`src/rtl/chiplib_riscv_plic_target.sv`:
```
// PLIC target (hart context) end of the gateway protocol.
// This block arbitrates among the pending, enabled sources that are above the
// context threshold, and drives the external interrupt line to the hart.
// It serves claim and complete requests as one-hot pulses back to the gateways.
//
// Handshake: claim_req is a level that the front-end holds until claim_ack
// pulses for one cycle. claim_id is valid in that cycle and holds until the
// next ack. complete_req is a one-cycle strobe. It is answered one cycle later
// by an irq_complete pulse, or it is silently dropped when the ID is not valid.
module chiplib_riscv_plic_target #(
    parameter  int NumSrc    = 31,
    parameter  int PrioWidth = 3,
    localparam int IdWidth   = $clog2(NumSrc + 1)
) (
    input  logic                               clk,
    input  logic                               rst,
    input  logic [NumSrc-1:0]                  irq_pend,
    input  logic [NumSrc-1:0][PrioWidth-1:0]   src_prio,
    input  logic [NumSrc-1:0]                  src_en,
    input  logic [PrioWidth-1:0]               threshold,
    input  logic                               claim_req,
    output logic                               claim_ack,
    output logic [IdWidth-1:0]                 claim_id,
    input  logic                               complete_req,
    input  logic [IdWidth-1:0]                 complete_id,
    output logic [NumSrc-1:0]                  irq_claim,
    output logic [NumSrc-1:0]                  irq_complete,
    output logic                               eip,
    output logic [1:0]                         state_dbg
);

    typedef enum logic [1:0] {IDLE = 2'd0, ACK = 2'd1, SETTLE1 = 2'd2, SETTLE2 = 2'd3} state_t;

    state_t              state;
    logic [IdWidth-1:0]  best_id_d;
    logic [PrioWidth-1:0] best_prio_d;
    logic [IdWidth-1:0]  best_id_q;
    logic [NumSrc-1:0]   claim_onehot;
    logic [NumSrc-1:0]   complete_onehot;

    assign state_dbg = state;

    // Find the highest-priority candidate. A strict > against the running best
    // keeps the lowest ID on ties, because IDs are scanned in ascending order.
    always_comb begin
        best_id_d   = '0;
        best_prio_d = '0;
        for (int i = 0; i < NumSrc; i++) begin
            if (irq_pend[i] && src_en[i] && (src_prio[i] > threshold) &&
                (src_prio[i] > best_prio_d)) begin
                best_prio_d = src_prio[i];
                best_id_d   = IdWidth'(i + 1);
            end
        end
    end

    // Decode the current winner into a gateway select. ID 0 decodes to no bits.
    always_comb begin
        claim_onehot = '0;
        for (int i = 0; i < NumSrc; i++) begin
            if (best_id_q == IdWidth'(i + 1)) claim_onehot[i] = 1'b1;
        end
    end

    // Decode the completion target. ID 0, IDs outside 1..NumSrc and disabled IDs match no bit.
    always_comb begin
        complete_onehot = '0;
        if (complete_req) begin
            for (int i = 0; i < NumSrc; i++) begin
                if ((complete_id == IdWidth'(i + 1)) && src_en[i]) complete_onehot[i] = 1'b1;
            end
        end
    end

    // Register the arbitration result every cycle, which gives one cycle of latency.
    always_ff @(posedge clk or posedge rst) begin
        if (rst) best_id_q <= '0;
        else     best_id_q <= best_id_d;
    end

    // Completion pulses run independently of the claim FSM.
    always_ff @(posedge clk or posedge rst) begin
        if (rst) irq_complete <= '0;
        else     irq_complete <= complete_onehot;
    end

    // Claim FSM with registered outputs. eip tracks the registered winner while
    // the FSM is idle, so it is low from the ack cycle through both settle cycles.
    always_ff @(posedge clk or posedge rst) begin
        if (rst) begin
            state     <= IDLE;
            claim_ack <= 1'b0;
            claim_id  <= '0;
            irq_claim <= '0;
            eip       <= 1'b0;
        end else begin
            claim_ack <= 1'b0;
            irq_claim <= '0;
            case (state)
                IDLE: begin
                    if (claim_req) begin
                        state     <= ACK;
                        claim_ack <= 1'b1;
                        claim_id  <= best_id_q;
                        irq_claim <= claim_onehot;
                        eip       <= 1'b0;
                    end else begin
                        eip <= (best_id_d != '0);
                    end
                end
                ACK: begin
                    // An empty claim needs no settle time: no gateway was touched.
                    if (claim_id != '0) begin
                        state <= SETTLE1;
                        eip   <= 1'b0;
                    end else begin
                        state <= IDLE;
                        eip   <= (best_id_d != '0);
                    end
                end
                SETTLE1: begin
                    // The gateway drops irq_pend here; arbitration catches up next cycle.
                    state <= SETTLE2;
                    eip   <= 1'b0;
                end
                SETTLE2: begin
                    state <= IDLE;
                    eip   <= (best_id_d != '0);
                end
                default: begin
                    state <= IDLE;
                    eip   <= 1'b0;
                end
            endcase
        end
    end

endmodule

```
`config.mk`:
```
export PLATFORM = sky130hd
export DESIGN_NAME = chiplib_riscv_plic_target
export DESIGN_NICKNAME = d
export VERILOG_FILES = /design/src/rtl/chiplib_riscv_plic_target.sv
export SDC_FILE = /design/constraint.sdc
export NUM_CORES = 1
export LEC_CHECK = 0
export CORE_UTILIZATION = 42
export DETAILED_ROUTE_END_ITERATION = 12
export PLACE_DENSITY = 0.7
export SYNTH_ARGS = -nofsm -noshare
export SYNTH_HDL_FRONTEND = slang
export SYNTH_SLANG_ARGS = --single-unit
```
`constraint.sdc`:
```
create_clock -name clk -period 2.1 [get_ports clk]
set_input_delay 0.21 -clock clk [delete_from_list [all_inputs] [get_ports clk]]
set_output_delay 0.21 -clock clk [all_outputs]
set_load 0.01 [all_outputs]
```
==> results of run 1 <==
area by class of cell:
type                            instances  area [um2]  area share
Timing Repair Buffer                  712        5954      0.3550
Clock inverter                          6       72.57    0.004327
Inverter                               88       341.6     0.02037
Tap cell                              275       344.1     0.02051
Sequential cell                        76        1902      0.1134
Clock buffer                           10       239.0     0.01425
Multi-Input combinational cell        967        7919      0.4721
worst max path at each step:
stage	endpoint	slack, ns	cells after the start
after global routing	eip	-35.24	205
final	eip	-33.61	205
after detailed placement	eip	-34.49	201
after CTS	eip	-33.01	204
after global placement	eip	-33.28	199
after floorplan	eip	-33.58	201
per-layer routing:
metal	up-vias	share of wire	global-route usage
met5	-	0	0
met4	0	0.043	0.1351
met3	119	0.046	0.03190
met2	444	0.52	0.6117
met1	5711	0.39	0.3769
li1	5708	-	-
cells in the final DEF, fill, tap and decap left out, types with 20 or more instances in the layout:
| cell type | instances |
|---|---|
| ha_1 | 107 |
| a21o_1 | 39 |
| nor2_1 | 79 |
| nor3_1 | 20 |
| buf_4 | 473 |
| and3_1 | 40 |
| inv_1 | 82 |
| a21oi_1 | 58 |
| dfrtp_1 | 76 |
| and2_1 | 23 |
| o21ai_0 | 42 |
| nand2_1 | 100 |
| nand3_1 | 46 |
| clkdlybuf4s50_1 | 230 |
| ha_4 | 26 |
flip-flops by register name (all words and copies together), names as in the netlist, named ones only:
name	flops
irq_claim	31
irq_complete	31
eip	1
state_dbg	1
claim_ack	1
claim_id	5
best_id_q	5
stage by stage:
stage | worst slack, ns | hold WS [ns] | total power [W] | TNS, ns | cells
5_1_grt | -35.24 | 0.3044 | 0.01150 | -210.39 | 2134
3_3_place_gp | -33.28 | 0.5184 | 0.007721 | -198.65 | 2025
2_1_floorplan | -33.58 | 0.3418 | 0.005090 | -200.43 | 1137
3_5_place_dp | -34.49 | 0.5291 | 0.007877 | -205.87 | 2025
6_report | -33.61 | 0.2691 | 0.01085 | -200.73 | 2134
4_1_cts | -33.01 | 0.2724 | 0.01020 | -197.22 | 2110
power groups by stage:
stage / Clock (W) / Sequential [W] / Combinational [W]
CTS: 0.00165 / 0.00183 / 0.00673
global placement: 0 / 0.00184 / 0.00588
floorplan: 0 / 0.00178 / 0.00331
global route: 0.00171 / 0.00186 / 0.00793
detailed placement: 0 / 0.00185 / 0.00602
finish: 0.00164 / 0.00184 / 0.00736
cell families after synthesis:
group / count (synthesis) / share of synthesized area
AO/OA/AOI/OAI: 339 / 0.2677
adder cells (fa/ha/maj): 135 / 0.1873
buffers and inverters: 94 / 0.03952
flip-flops: 76 / 0.2115
multiplexers: 23 / 0.02922
AND/OR/NAND/NOR: 470 / 0.2647
repair_timing:
action | 4_1_cts | 5_1_grt
gates resized for setup | 80 | 62
endpoints found under the setup margin | 6 | 6
pin swaps | 136 | 132
hold buffers | 0 | 0
buffers inserted | 70 | 25
critical path: cells and delay by family:
family / cells / cell delay (ns)
simple gates: 71 / 9.45
compound gates: 73 / 11.86
buf+inv: 20 / 2.80
mux: 11 / 3.53
fa+ha+maj: 30 / 7.99
==> impl_metrics.csv, run 1 <==
group,metric,value,unit
status,status,"finished with violations",
status,violations,"setup timing",
power,power_frac_clock,0.151,
detailed_routing,via_per_inst,5.615,
worst_setup_path,r2r_slack,0.38,ns
placement,io_buffer_count,237,
min_path,hp-class,"input pin to async pin",
timing,setup_viol,6,
finish,layout.nets,2154,
power,switching_share,0.3934,
timing,rsz0062_at_grt,"yes",
synthesis,ys_types,85,
worst_setup_path,start_kind,"input pin",
synthesis,synthesis.nets,1437,
placement,placed_cell_area,15110,um2
detailed_routing,route.detailed.drc,0,
worst_setup_path,end_kind,"flop",
clock_tree,ctsLongestPathBuffers,2,
clock_tree,h-tree-depth,3,
synthesis,ys_ff_latch,76,
worst_setup_path,worstPathRequired,2.31,ns
global_routing,grt_pass1_wl,57440,um
synthesis,yosys_most_used_dff,"dfrtp_1",
synthesis,synth-async-reset-ratio,1.000,
die,start_util,0.4277,
worst_setup_path,slowest_stage,"or4b_4",
finish,fin_util,0.7979,
clock_tree,clock_latency,0.34,ns
power,vdd_ir_drop_max,450.5,uV
synthesis,syn_inst,1137,
timing,slew_headroom,0.5845,
finish,finish.instance_area,16770,um2
clock_tree,cts_tree,"done",
synthesis,synth_top_cell_area_share,0.2115,
detailed_routing,vias,11980,
clock_tree,clockRootBuffer,"clkbuf_16",
worst_setup_path,startpoint,"src_en[0]",
worst_setup_path,crit_type,"input pin to flop",
worst_setup_path,crit_fanout,4,
die,ios,238,
timing,worst_slack,-33.61,ns
synthesis,yosysSeqAreaShare,0.2115,
power,p_int,0.006581,W
run,cap_violations,0,
synthesis,synth_edf_count,0,
worst_setup_path,critPathMaxStageDelay,0.53,ns
timing,slew_violations,0,
synthesis,yosys_warnings,0,
global_routing,antenna_found_initial,0,
detailed_routing,drt_first_pass_iters,5,
timing,skew,0.01295,ns
synthesis,netlist_area,8991,um2
finish,fillCellCount,1410,
die,coreArea,21020,um2
clock_tree,clk_pin_slew,0.07,ns
finish,diodes,0,
power,seqPwrFrac,0.170,
timing,min_period_over_period,17.00,
power,leakage,8.070,nW
synthesis,synthTopCellsByCount,"133 x ha_1, 112 x nand2_1, 103 x nor2_1",
finish,area_growth,86.54,%
global_routing,grt_max_degree,39,
synthesis,synth_top_cell_by_area,"dfrtp_1",
die,row_count,53,
timing,worst_slew_pin_slew,0.6167,ns
synthesis,avgSynthCellArea,7.908,um2
timing,layout_min_cycle_time,35.71,ns
detailed_routing,ant_nets,0,
placement,gp_congestion,0.9610,
worst_setup_path,arrival,35.92,ns
global_routing,grt-ovfl-total,0,
worst_setup_path,cpMostUsedCell,"buf_4",
die,die_area,22000,um2
clock_tree,clock-sinks,76,
placement,dp_hpwl,28090,um
power,combPwrFrac,0.679,
synthesis,synthTopCellsByArea,"dfrtp_1 21%, ha_1 19%, nand2_1 4.7%, nor2_1 4.3%, a21oi_1 4.3%",
global_routing,grt_usage,0.3267,
global_routing,grt_pass1_vias,11790,
detailed_routing,drt-total-wl,37890,um
synthesis,yosysMostFrequentCell,"ha_1",
die,die_y,148.3,um
die,dieWidth,148.3,um
detailed_routing,first_iter_violations,565,
worst_setup_path,worstReg2RegEnd,"irq_claim[15]",
timing,fmax,28.01,MHz
worst_setup_path,r2r_cells,4,
power,p_per_area,646.8,nW/um2
detailed_routing,wl_per_cell,17.76,um
clock_tree,cts_buffers,9,
finish,drive_above_1_share,0.3803,
timing,finalHoldViolCount,0,
power,p_switching,0.004267,W
Note: power is estimated with default switching activity, not from simulation.
==> inputs of run 2 (changes only) <==
--- a/config.mk
+++ b/config.mk
@@ -11,3 +11,4 @@
 export SYNTH_ARGS = -nofsm -noshare
 export SYNTH_HDL_FRONTEND = slang
 export SYNTH_SLANG_ARGS = --single-unit
+export TNS_END_PERCENT = 50
==> impl_metrics.csv, run 2 (synthesis results as in run 1) <==
group,metric,value,unit
status,status,"finished with violations",
status,violations,"setup timing",
detailed_routing,drt_first_pass_iters,5,
worst_setup_path,r2r_slack,0.31,ns
worst_setup_path,critPathMaxStageDelay,0.53,ns
worst_setup_path,startpoint,"src_en[0]",
clock_tree,clock-sinks,76,
clock_tree,cts_buffers,9,
finish,stdcell_count,2133,
detailed_routing,wl_per_cell,17.72,um
timing,min_period_over_period,16.98,
worst_setup_path,cpMostUsedCell,"buf_4",
finish,reg_top3,"irq_claim: 31 flops, irq_complete: 31 flops",
worst_setup_path,slowest_stage,"or4b_4",
global_routing,grt-ovfl-total,0,
timing,layout_min_cycle_time,35.67,ns
die,dieWidth,148.3,um
global_routing,grt_use_met2,0.6089,
detailed_routing,ant_nets,0,
die,coreArea,21020,um2
power,p_switching,0.004239,W
placement,gp_congestion,0.9610,
placement,dp_hpwl,28090,um
finish,drive_above_1_share,0.3794,
clock_tree,ctsLongestPathBuffers,2,
global_routing,met3_usage,0.03221,
run,cap_violations,0,
power,vdd_ir_drop_max,452.7,uV
global_routing,grt_pass1_wl,57150,um
worst_setup_path,end_kind,"flop",
detailed_routing,vias,11920,
clock_tree,clock_latency,0.34,ns
die,die_y,148.3,um
die,row_count,53,
die,die_area,22000,um2
placement,dp.cells,2025,
finish,area_growth,86.29,%
timing,slew_headroom,0.5845,
finish,layout_commonest_cell,"buf_4",
power,p_int,0.006562,W
finish,layout.nets,2153,
finish,diodes,0,
clock_tree,h-tree-depth,3,
detailed_routing,drt-total-wl,37800,um
global_routing,grt_pass1_vias,11780,
finish,mostFrequentLayoutCells,"473 x buf_4, 230 x clkdlybuf4s50_1, 107 x ha_1, 100 x nand2_1, 82 x inv_1",
power,p_per_area,644.9,nW/um2
global_routing,grt_usage,0.3258,
power,seqPwrFrac,0.170,
detailed_routing,first_iter_violations,536,
clock_tree,clockRootBuffer,"clkbuf_16",
placement,io_buffer_count,237,
detailed_routing,route.detailed.drc,0,
timing,slew_violations,0,
timing,setup_viol,6,
timing,worst_slew_pin_slew,0.6167,ns
die,start_util,0.4277,
global_routing,antenna_found_initial,0,
timing,rsz0062_at_grt,"yes",
die,ios,238,
timing,finalHoldViolCount,0,
placement,pre_cts_ws,-34.49,ns
power,power_frac_clock,0.152,
detailed_routing,via_per_inst,5.588,
worst_setup_path,crit_fanout,5,
timing,fmax,28.04,MHz
min_path,hp-class,"input pin to async pin",
timing,skew,0.01117,ns
global_routing,grt_max_degree,39,
clock_tree,clk_pin_slew,0.07,ns
finish,fin_util,0.7968,
worst_setup_path,crit_type,"input pin to flop",
power,switching_share,0.3925,
power,leakage,8.059,nW
global_routing,grt_busiest_layer,"met2",
worst_setup_path,arrival,35.88,ns
finish,fillCellCount,1415,
global_routing,grt_use_met1,0.3733,
clock_tree,cts_tree,"done",
worst_setup_path,worstPathRequired,2.31,ns
timing,worst_slack,-33.57,ns
power,combPwrFrac,0.678,
worst_setup_path,start_kind,"input pin",
## run 2: power by group through the flow
stage	clock network, W	logic [W]	registers [W]
after floorplan	0	0.00331	0.00178
after global placement	0	0.00588	0.00184
after detailed placement	0	0.00602	0.00185
after CTS	0.00165	0.00670	0.00183
after global routing	0.00171	0.00788	0.00186
final	0.00164	0.00732	0.00184
## run 2: per-stage QoR
stage / hold slack (ns) / setup TNS, ns / cell area [um2] / total power, W
2_1_floorplan: 0.3418 / -200.43 / 9544 / 0.005090
4_1_cts: 0.2724 / -197.03 / 16240 / 0.01018
5_1_grt: 0.3074 / -210.02 / 16750 / 0.01145
3_5_place_dp: 0.5291 / -205.87 / 15110 / 0.007877
3_3_place_gp: 0.5184 / -198.65 / 15110 / 0.007721
6_report: 0.2662 / -200.22 / 16750 / 0.01080
## run 2: what timing repair did
item | CTS | global route
pin swaps | 136 | 130
setup buffers | 69 | 25
gates resized for setup | 79 | 61
hold buffers | 0 | 0
endpoints found under the hold margin | 0 | 0
setup endpoints to repair | 6 | 6
## run 2: worst paths after layout
path / endpoint / cells past startpoint
max: eip / 205
max in group asynchronous: irq_claim[15] / 3
min in group clk: irq_complete[23] / 2
min: best_id_q[2] / 2
max reg2reg: irq_claim[15] / 4
min reg2reg: claim_id[2] / 1
## run 2: final cells by class
type	count	area, um2	share of cell area
multi-input combinational	967	7908	0.4721
timing repair buffer	711	5943	0.3548
sequential	76	1902	0.1135
tap	275	344.1	0.02054
inverter	88	341.6	0.02039
clock buffer	10	239.0	0.01427
clock inverter	6	72.57	0.004333
## run 2: worst max-delay path, delay by kind of cell
kind,cells,cell delay [ns]
adder cells (fa/ha/maj),30,7.97
AO/OA/AOI/OAI,73,11.84
multiplexers,11,3.53
buffers and inverters,20,2.79
AND/OR/NAND/NOR,71,9.47
## run 2: per-layer routing
layer	share of wire	wire, um	up-vias
met5	0	0	-
met3	0.046	1744	129
met1	0.39	14840	5660
met4	0.048	1821	0
li1	-	-	5705
met2	0.51	19390	426
